--- src/rtl/ahb_uart_rx_if.sv ---
// ---------------------------------------------------------------------------
// ahb_uart_rx_if
// AHB-Lite slave-side signal bundle for the UART receiver.
//   HADDR  [31:0] address (only bit 2 decoded by the slave)
//   HSEL          slave select from the matrix decoder
//   HTRANS [1:0]  transfer type, bit 1 marks a valid transfer
//   HWRITE        1 = write, 0 = read
//   HWDATA [31:0] write data (data phase)
//   HRDATA [31:0] read data (data phase)
//   HREADY        always 1 (zero wait states)
//   HRESP         always 0 (OKAY)
// ---------------------------------------------------------------------------
interface ahb_uart_rx_if;
  logic [31:0] HADDR;
  logic        HSEL;
  logic [1:0]  HTRANS;
  logic        HWRITE;
  logic [31:0] HWDATA;
  logic [31:0] HRDATA;
  logic        HREADY;
  logic        HRESP;

  modport master (
    output HADDR, HSEL, HTRANS, HWRITE, HWDATA,
    input  HRDATA, HREADY, HRESP
  );

  modport slave (
    input  HADDR, HSEL, HTRANS, HWRITE, HWDATA,
    output HRDATA, HREADY, HRESP
  );
endinterface

--- src/rtl/ahb_uart_rx.sv ---
// ---------------------------------------------------------------------------
// ahb_uart_rx
// AHB-Lite slave UART receiver. Deserialises 8N1 frames from UART_RX into a
// receive FIFO; the CPU pops bytes through DATA (0x0) and polls / clears the
// sticky error flags through STATUS (0x4).
//   HCLK     bus clock, all logic on posedge
//   HRESETn  synchronous active-low reset
//   bus      AHB-Lite slave modport (HADDR/HSEL/HTRANS/HWRITE/HWDATA in,
//            HRDATA/HREADY/HRESP out)
//   UART_RX  asynchronous serial input, idle high
// STATUS layout: bit3 FERR, bit2 OVR, bit1 FULL, bit0 NOT_EMPTY.
// ---------------------------------------------------------------------------
module ahb_uart_rx #(
  parameter int CLK_HZ  = 50_000_000,
  parameter int BAUD    = 115200,
  parameter int FIFO_AW = 3
) (
  input  logic         HCLK,
  input  logic         HRESETn,
  ahb_uart_rx_if.slave bus,
  input  logic         UART_RX
);

  localparam int DIV   = CLK_HZ / BAUD;
  localparam int CNT_W = $clog2(DIV);
  localparam int DEPTH = 2 ** FIFO_AW;
  localparam int CW    = FIFO_AW + 1;

  localparam logic [CNT_W-1:0] CNT_FULL = CNT_W'(DIV - 1);
  localparam logic [CNT_W-1:0] CNT_HALF = CNT_W'(DIV / 2 - 1);

  typedef enum logic [2:0] {
    S_IDLE,
    S_START,
    S_DATA,
    S_STOP,
    S_WAIT_HI
  } state_t;

  // Line synchroniser
  logic [1:0]       r_sync;
  logic             w_rx_s;

  // Receive FSM
  state_t           r_state, w_state_n;
  logic [CNT_W-1:0] r_cnt, w_cnt_n;
  logic [2:0]       r_idx, w_idx_n;
  logic [7:0]       r_sh, w_sh_n;
  logic             w_push;
  logic             w_ferr_set;

  // FIFO and flags
  logic [7:0]         r_mem [DEPTH];
  logic [FIFO_AW-1:0] r_wptr, r_rptr;
  logic [CW-1:0]      r_count;
  logic               r_ovr, r_ferr;
  logic               w_full, w_nempty;
  logic               w_pop, w_push_ok, w_ovr_set;

  // Bus
  logic               w_accept, w_rd_data, w_rd_stat;
  logic               r_wr_stat;
  logic               w_clr_ovr, w_clr_ferr;
  logic [31:0]        r_hrdata;
  logic               w_unused_bits;

  assign bus.HREADY = 1'b1;
  assign bus.HRESP  = 1'b0;
  assign bus.HRDATA = r_hrdata;

  assign w_unused_bits = &{1'b0, bus.HADDR[31:3], bus.HADDR[1:0], bus.HTRANS[0],
                           bus.HWDATA[31:4], bus.HWDATA[1:0]};

  // Stage: two-flop synchroniser, resets to the idle (high) line level
  always_ff @(posedge HCLK) begin
    if (!HRESETn) r_sync <= 2'b11;
    else          r_sync <= {r_sync[0], UART_RX};
  end
  assign w_rx_s = r_sync[1];

  // Stage: receive FSM state register
  always_ff @(posedge HCLK) begin
    if (!HRESETn) begin
      r_state <= S_IDLE;
      r_cnt   <= '0;
      r_idx   <= '0;
    end else begin
      r_state <= w_state_n;
      r_cnt   <= w_cnt_n;
      r_idx   <= w_idx_n;
    end
  end

  always_ff @(posedge HCLK) begin
    r_sh <= w_sh_n;
  end

  always_comb begin
    w_state_n  = r_state;
    w_cnt_n    = r_cnt;
    w_idx_n    = r_idx;
    w_sh_n     = r_sh;
    w_push     = 1'b0;
    w_ferr_set = 1'b0;
    case (r_state)
      S_IDLE: begin
        if (!w_rx_s) begin
          w_state_n = S_START;
          w_cnt_n   = CNT_HALF;
        end
      end
      S_START: begin
        // Half a bit later the line must still be low, otherwise it was a glitch
        if (r_cnt == '0) begin
          if (!w_rx_s) begin
            w_state_n = S_DATA;
            w_cnt_n   = CNT_FULL;
            w_idx_n   = 3'd0;
          end else begin
            w_state_n = S_IDLE;
          end
        end else begin
          w_cnt_n = r_cnt - CNT_W'(1);
        end
      end
      S_DATA: begin
        if (r_cnt == '0) begin
          w_sh_n  = {w_rx_s, r_sh[7:1]};
          w_cnt_n = CNT_FULL;
          if (r_idx == 3'd7) w_state_n = S_STOP;
          else               w_idx_n   = r_idx + 3'd1;
        end else begin
          w_cnt_n = r_cnt - CNT_W'(1);
        end
      end
      S_STOP: begin
        if (r_cnt == '0) begin
          if (w_rx_s) begin
            w_push    = 1'b1;
            w_state_n = S_IDLE;
          end else begin
            w_ferr_set = 1'b1;
            w_state_n  = S_WAIT_HI;
          end
        end else begin
          w_cnt_n = r_cnt - CNT_W'(1);
        end
      end
      S_WAIT_HI: begin
        // Hold off start detection until a break releases the line
        if (w_rx_s) w_state_n = S_IDLE;
      end
      default: w_state_n = S_IDLE;
    endcase
  end

  // Stage: bus decode and FIFO control
  assign w_accept   = bus.HSEL & bus.HTRANS[1];
  assign w_rd_data  = w_accept & ~bus.HWRITE & ~bus.HADDR[2];
  assign w_rd_stat  = w_accept & ~bus.HWRITE &  bus.HADDR[2];
  assign w_full     = (r_count == CW'(DEPTH));
  assign w_nempty   = (r_count != '0);
  assign w_pop      = w_rd_data & w_nempty;
  // A pop on the same edge frees the slot, so a full FIFO still accepts the byte
  assign w_push_ok  = w_push & (~w_full | w_pop);
  assign w_ovr_set  = w_push & w_full & ~w_pop;
  assign w_clr_ovr  = r_wr_stat & bus.HWDATA[2];
  assign w_clr_ferr = r_wr_stat & bus.HWDATA[3];

  always_ff @(posedge HCLK) begin
    if (!HRESETn) r_wr_stat <= 1'b0;
    else          r_wr_stat <= w_accept & bus.HWRITE & bus.HADDR[2];
  end

  always_ff @(posedge HCLK) begin
    if (!HRESETn) begin
      r_hrdata <= '0;
    end else if (w_rd_data) begin
      r_hrdata <= w_nempty ? {24'b0, r_mem[r_rptr]} : 32'b0;
    end else if (w_rd_stat) begin
      r_hrdata <= {28'b0, r_ferr, r_ovr, w_full, w_nempty};
    end
  end

  // Sticky flags: a set on the same edge as a clear wins
  always_ff @(posedge HCLK) begin
    if (!HRESETn) begin
      r_ovr  <= 1'b0;
      r_ferr <= 1'b0;
    end else begin
      r_ovr  <= w_ovr_set  | (r_ovr  & ~w_clr_ovr);
      r_ferr <= w_ferr_set | (r_ferr & ~w_clr_ferr);
    end
  end

  always_ff @(posedge HCLK) begin
    if (!HRESETn) begin
      r_wptr  <= '0;
      r_rptr  <= '0;
      r_count <= '0;
    end else begin
      if (w_push_ok) r_wptr <= r_wptr + FIFO_AW'(1);
      if (w_pop)     r_rptr <= r_rptr + FIFO_AW'(1);
      case ({w_push_ok, w_pop})
        2'b10:   r_count <= r_count + CW'(1);
        2'b01:   r_count <= r_count - CW'(1);
        default: r_count <= r_count;
      endcase
    end
  end

  always_ff @(posedge HCLK) begin
    if (w_push_ok) r_mem[r_wptr] <= r_sh;
  end

endmodule

--- src/flat_wrapper.sv ---
// flat-port wrapper written by rule: the top's interface ports become plain ports
module ahb_uart_rx_flat 
#(
  parameter int CLK_HZ  = 50_000_000,
  parameter int BAUD    = 115200,
  parameter int FIFO_AW = 3
)
  (HCLK, HRESETn, UART_RX, bus_HADDR, bus_HSEL, bus_HTRANS, bus_HWRITE, bus_HWDATA, bus_HRDATA, bus_HREADY, bus_HRESP);
  ahb_uart_rx_if bus_i ();
  input  logic HCLK;
  input  logic HRESETn;
  input  logic UART_RX;
  input wire logic [$bits(bus_i.HADDR)-1:0] bus_HADDR;
  input wire logic [$bits(bus_i.HSEL)-1:0] bus_HSEL;
  input wire logic [$bits(bus_i.HTRANS)-1:0] bus_HTRANS;
  input wire logic [$bits(bus_i.HWRITE)-1:0] bus_HWRITE;
  input wire logic [$bits(bus_i.HWDATA)-1:0] bus_HWDATA;
  output wire logic [$bits(bus_i.HRDATA)-1:0] bus_HRDATA;
  output wire logic [$bits(bus_i.HREADY)-1:0] bus_HREADY;
  output wire logic [$bits(bus_i.HRESP)-1:0] bus_HRESP;
  assign bus_i.HADDR = bus_HADDR;
  assign bus_i.HSEL = bus_HSEL;
  assign bus_i.HTRANS = bus_HTRANS;
  assign bus_i.HWRITE = bus_HWRITE;
  assign bus_i.HWDATA = bus_HWDATA;
  assign bus_HRDATA = bus_i.HRDATA;
  assign bus_HREADY = bus_i.HREADY;
  assign bus_HRESP = bus_i.HRESP;
  ahb_uart_rx #(.CLK_HZ(CLK_HZ), .BAUD(BAUD), .FIFO_AW(FIFO_AW)) u_core (.HCLK(HCLK), .HRESETn(HRESETn), .bus(bus_i), .UART_RX(UART_RX));
endmodule
--- config.mk ---
export PLATFORM = sky130hd
export DESIGN_NAME = ahb_uart_rx_flat
export DESIGN_NICKNAME = d
export VERILOG_FILES = /design/src/rtl/ahb_uart_rx_if.sv /design/src/rtl/ahb_uart_rx.sv /design/src/flat_wrapper.sv
export SDC_FILE = /design/constraint.sdc
export NUM_CORES = 1
export LEC_CHECK = 0
export CAP_MARGIN = 5
export CORE_UTILIZATION = 51
export DETAILED_ROUTE_END_ITERATION = 12
export PLACE_DENSITY = 0.77
export SYNTH_ARGS = -nofsm -noshare
export SYNTH_HDL_FRONTEND = slang
export SYNTH_SLANG_ARGS = --single-unit
--- constraint.sdc ---
create_clock -name HCLK -period 3.4 [get_ports HCLK]
set_input_delay 0.68 -clock HCLK [delete_from_list [all_inputs] [get_ports HCLK]]
set_output_delay 0.68 -clock HCLK [all_outputs]
set_load 0.02 [all_outputs]
== Word-level counts from Yosys, hierarchy flattened ==
Memory sizes are Yosys's and may differ from the RTL's. A register that Yosys moved wholly into a read port is not among the register bits.
Index checks and enable logic that the tools add are counted.
Storage, ports and cells
  register bits: 70
  memory bits (writable): 64
  input bits: 71
  output and inout bits: 34
  logic and storage cells: 105
  memories kept: 1
Memories
  u_core.r_mem: words 8, width 8, rd ports 1, clocked after memory_dff 1, wr ports 1, RTL line ahb_uart_rx.sv:53  | logic [7:0] r_mem [DEPTH];
Operators by class
  $add $sub $neg: 6
  eq/ne operators: 18
  mux-type cells: 34
  bitwise logic cells: 23
  reduce and logical (&&, ||, !) cells: 11
Operators by type and width (count)
  $mux W32: 2
  $mux W9: 5
  $mux W3: 13
  $pmux W9 S4: 1
  $pmux W3 S5: 1
  $and A1 B1 Y1: 14
  $ne A2 B1 Y1 const B: 5
  $add A3 B1 Y3 const B: 3
  $logic_not A9 Y1: 1
  $sub A9 B1 Y9 const B: 1
  $mux W1: 8
  $mux W8: 1
  $ne A2 B2 Y1 const B: 4
  $pmux W4 S2: 1
  $reduce_bool A4 Y1: 2
  $eq A3 B2 Y1 const B: 2
  $eq A3 B3 Y1 const B: 2
  $not A1 Y1: 6
  $pmux W3 S2: 1
  $reduce_and A6 Y1: 1
  $reduce_bool A2 Y1: 3
  $reduce_and A5 Y1: 1
  $add A4 B1 Y4 const B: 1
  $eq A4 B4 Y1 const B: 1
  10 further kinds: 12

== Logic depth before layout (Yosys ltp) ==
  depth after elaboration: 8
  mapped depth: 11

== Least setup slack after synthesis ==
Ideal clock, no wire load.
  path type: in2reg
  start point: input bus_HWRITE
  end point: memory u_core.r_mem[0][0] (enable)
  library setup time: 395 ps
  data arrival time: 2236 ps
  required time: 3005 ps
  path slack: 769 ps
  stages: 5
  buffers on the path: 1
  cells stage by stage: nor4bb_1 nand3b_1 nand2b_1 buf_6 nor4_1
On the way
  word-level cells in the longest chain between the ends: 8
Ends and longest elaborated chain
  start: declaration: RTL line flat_wrapper.sv:16  | input wire logic [$bits(bus_i.HWRITE)-1:0] bus_HWRITE;
  $not A1 Y1: RTL line ahb_uart_rx.sv:159  | assign w_rd_data = w_accept & ~bus.HWRITE & ~bus.HADDR[2];
  $and A1 B1 Y1 (2 in a row): RTL line ahb_uart_rx.sv:159
  $and A1 B1 Y1: RTL line ahb_uart_rx.sv:163  | assign w_pop = w_rd_data & w_nempty;
  $or A1 B1 Y1: RTL line ahb_uart_rx.sv:165  | assign w_push_ok = w_push & (~w_full | w_pop);
  $and A1 B1 Y1: RTL line ahb_uart_rx.sv:165
  $mux W1: RTL line ahb_uart_rx.sv:213  | if (w_push_ok) r_mem[r_wptr] <= r_sh;
  $mux W1 (not written as such): RTL line ahb_uart_rx.sv:213
  end: declaration: RTL line ahb_uart_rx.sv:53
No other way between the ends.

== Worst setup path in the final report ==
  start point: register u_core.r_cnt[0]
  end point: register u_core.r_count[2]
On the way
  word-level cells in the longest chain between the ends: 6
Ends and longest elaborated chain
  start: declaration: RTL line ahb_uart_rx.sv:46  | logic [CNT_W-1:0] r_cnt, w_cnt_n;
  start signal: assignment: RTL line ahb_uart_rx.sv:89  | r_cnt <= w_cnt_n;
  $logic_not A9 Y1 (*): RTL line ahb_uart_rx.sv:137  | if (r_cnt == '0) begin
  $mux W1 (*): RTL line ahb_uart_rx.sv:137
  $mux W1 (*): RTL line ahb_uart_rx.sv:105  | case (r_state)
  $and A1 B1 Y1 (*): RTL line ahb_uart_rx.sv:165
  $eq A2 B1 Y1 or $eq A2 B2 Y1 (tied branches): RTL line ahb_uart_rx.sv:204  | case ({w_push_ok, w_pop})
  $pmux W4 S2 or $reduce_bool A2 Y1 (tied branches)
  end signal: assignment: RTL line ahb_uart_rx.sv:205  | 2'b10: r_count <= r_count + CW'(1);
  end signal: assignment: RTL line ahb_uart_rx.sv:206  | 2'b01: r_count <= r_count - CW'(1);
  end signal: assignment: RTL line ahb_uart_rx.sv:207  | default: r_count <= r_count;
  end: declaration: RTL line ahb_uart_rx.sv:55  | logic [CW-1:0] r_count;
Every way passes the cells marked *; elsewhere a longest branch is shown, timed or not.
A chain may end at the register's enable or synchronous reset.

==> impl_metrics.toml <==
[worst_setup_path]
crit_path_max_fanout = 8
cp-startpoint = "u_core.r_cnt[0]"
crit_family = "simple AND/OR/NAND/NOR gates"
setup.worst_path.class = "flop to flop"
crit_chain = "inv_1 > ha_1 > nor4b_4 > nand4_4 > nand2_1 > xnor2_1 > ha_1 > nor2_1 > and3_2 > a41oi_1 > mux2i_1"
cp_num_buf_inv = 1
cp_data_required_time_ps = 3850
cp-end-kind = "flop"
max_stage_delay_ps = 400
rr_startpoint = "u_core.r_cnt[0]"
slowest_stage = "nor4b_4"
cpMostUsedCell = "ha_1"
cp.arrival_ps = 2900
start_kind = "flop"

[die]
core_sq_um = 9280
ios = 105
dieHeight_um = 100
die_w_um = 100
initial_core_util_pct = 53.0
dieArea_sq_um = 10100
num_rows = 35

[min_path]
min_from = "u_core.r_sync[0]"
min_path_type = "flop to flop"

[routing]
wl_mm = 9.68
drc = 0
drt_iter0_markers = 186
wl_per_cell_um = 17.7
ant_nets = 0
routed_via_density = 5.55
first_pass_iters = 7
via_count = 3044

[clocking]
root_buffer = "clkbuf_8"
clock-sinks = 113
htreeDepth = 4
clkLatencyLatePin_ps = 520
cts_buffers = 17
cts_tree = "done"
ctsLongestPathBuffers = 2
cts_resized = 0
cts_setup_buffers = 0
clkSlewWorstSetupHoldPaths_ps = 60
cts_hold_buffers = 0

[timing]
fin_tns_setup_ps = 0
tightest_slew_ps = 604
hold_viol_final = 0
setup_viol = 0
rsz0062_at_grt = "no"
fin_crit_ps = 2450
fmaxAchievable_ghz = 0.407
max_slew_margin_pct = 59.7
drv_slew = 0
clock_skew_ps = 10.8
period_share_pct = 72.2
worst_slack_ps = 946

[yosys]
yosysWarnings = 0
synth-seq-area-share_pct = 60.6
synth_seq_cells = 113
avgSynthCellArea_sq_um = 13.1
ys_async_sr_fraction_pct = 0
syn_inst = 375
synthFlopType = "edfxtp_1"
post_synth_instance_area_sq_um = 4920
synth.distinct_cells = 54
synth_edf_count = 72

[grt]
grt_pass1_vias = 3057
grt_max_degree = 39
grt_pass1_wl_mm = 15.8
antenna_found_initial = 0
grtUsageTotal_pct = 21.5
grt-ovfl-total = 0

[final_layout]
area_growth_pct = 16.2
fill_cells = 679
final_common_cell = "edfxtp_1"
drive_gt1_share_pct = 19.3
diodes = 0
final_cell_mix = "edfxtp_1, dfxtp_1, conb_1"
nets = 483

[power]
p_leak_nw = 2.04
power.density_nw_per_um2 = 563
irDropWorstVdd_mv = 0.337

[placement]
io_buffers = 16
dp_hpwl_mm = 5.91
preCtsSetupSlack_ps = 591
gp_congestion = 0.859

[outcome]
outcome = "complete, no violations"

[job]
cap_violations = 0
metal layers:
layer  track usage, %  share of wire [%]
met1             26.0                 42
met4             7.47                1.1
met5                0                  0
met3             7.03                5.8
met2             36.4                 51
cells by family after synthesis:
family / after synthesis / synth area share (%)
buffers and inverters: 48 / 5.87
other: 2 / 0.153
and+or+nand+nor: 120 / 13.7
xor gates and xnor gates: 6 / 1.07
AOI/OAI and AO/OA: 48 / 6.38
DFF: 113 / 60.6
adders and majority gates: 6 / 1.52
muxes: 32 / 10.7
synth_stat cells (2+ instances only):
cell	count	area share, %
a31oi_1	2	0.25
nor2_1	22	1.7
clkbuf_1	13	0.99
mux2i_1	12	2.4
nor2b_1	10	1.3
xor2_1	3	0.53
a21oi_1	10	1.0
ha_1	6	1.5
nor3b_1	2	0.30
edfxtp_1	72	44
mux2_2	4	0.91
and2_1	5	0.64
nand3_1	14	1.4
nor3_1	13	1.3
buf_2	3	0.30
buf_4	26	4.0
o221a_2	3	0.69
o211ai_1	2	0.30
nand3b_1	4	0.61
a22oi_1	2	0.30
xnor2_1	3	0.53
conb_1	2	0.15
and3_2	2	0.30
o21ai_0	18	1.8
a221oi_1	2	0.36
nand2_1	23	1.8
dfxtp_1	41	17
nor4_1	4	0.51
nor4b_1	2	0.36
or3_1	2	0.25
inv_1	5	0.38
mux4_2	16	7.3
nand2b_1	6	0.76
sequential cells by signal, indices dropped and copies added, names as in the netlist, named ones only:
register           count
u_core.bus.HRDATA      8
u_core.r_cnt           9
u_core.r_idx           3
u_core.r_ovr           1
u_core.r_wptr          3
u_core.r_sh            8
u_core.r_rptr          3
u_core.r_count         4
u_core.r_sync          2
u_core.r_wr_stat       1
u_core.r_state         3
u_core.r_ferr          1
u_core.r_mem          64
where the power goes:
| part | internal [mW] | switching [mW] |
|---|---|---|
| Sequential | 1.46 | 0.0208 |
| Clock | 0.912 | 0.664 |
| Combinational | 0.0588 | 0.111 |
final cells by class:
class / count / area, sq um / share of cell area, %
sequential: 113 / 2980 / 52.1
multi-input combinational: 238 / 1750 / 30.5
clock buffer: 17 / 414 / 7.24
timing repair buffer: 31 / 273 / 4.77
tap: 129 / 161 / 2.82
clock inverter: 15 / 124 / 2.16
inverter: 5 / 18.8 / 0.328
stage by stage:
stage / hold slack [ps] / utilization, % / instances / instance area (sq um) / power (mW)
2_1_floorplan: 386 / - / 399 / 5010 / 1.65
3_3_place_gp: 396 / 55.8 / 516 / 5180 / 1.67
3_5_place_dp: 394 / 55.8 / 516 / 5180 / 1.67
4_1_cts: 408 / 61.6 / 548 / 5720 / 3.24
5_1_grt: 435 / 61.6 / 548 / 5720 / 3.32
6_report: 406 / 61.6 / 548 / 5720 / 3.22
worst paths after layout:
path	end	slack [ps]	depth (start not counted)
min reg2reg	u_core.r_sync[1]	410	1
max	u_core.r_count[2]	950	11
min	u_core.r_sync[1]	410	1
max reg2reg	u_core.r_count[2]	950	11
Note: power is estimated with default switching activity, not from simulation.
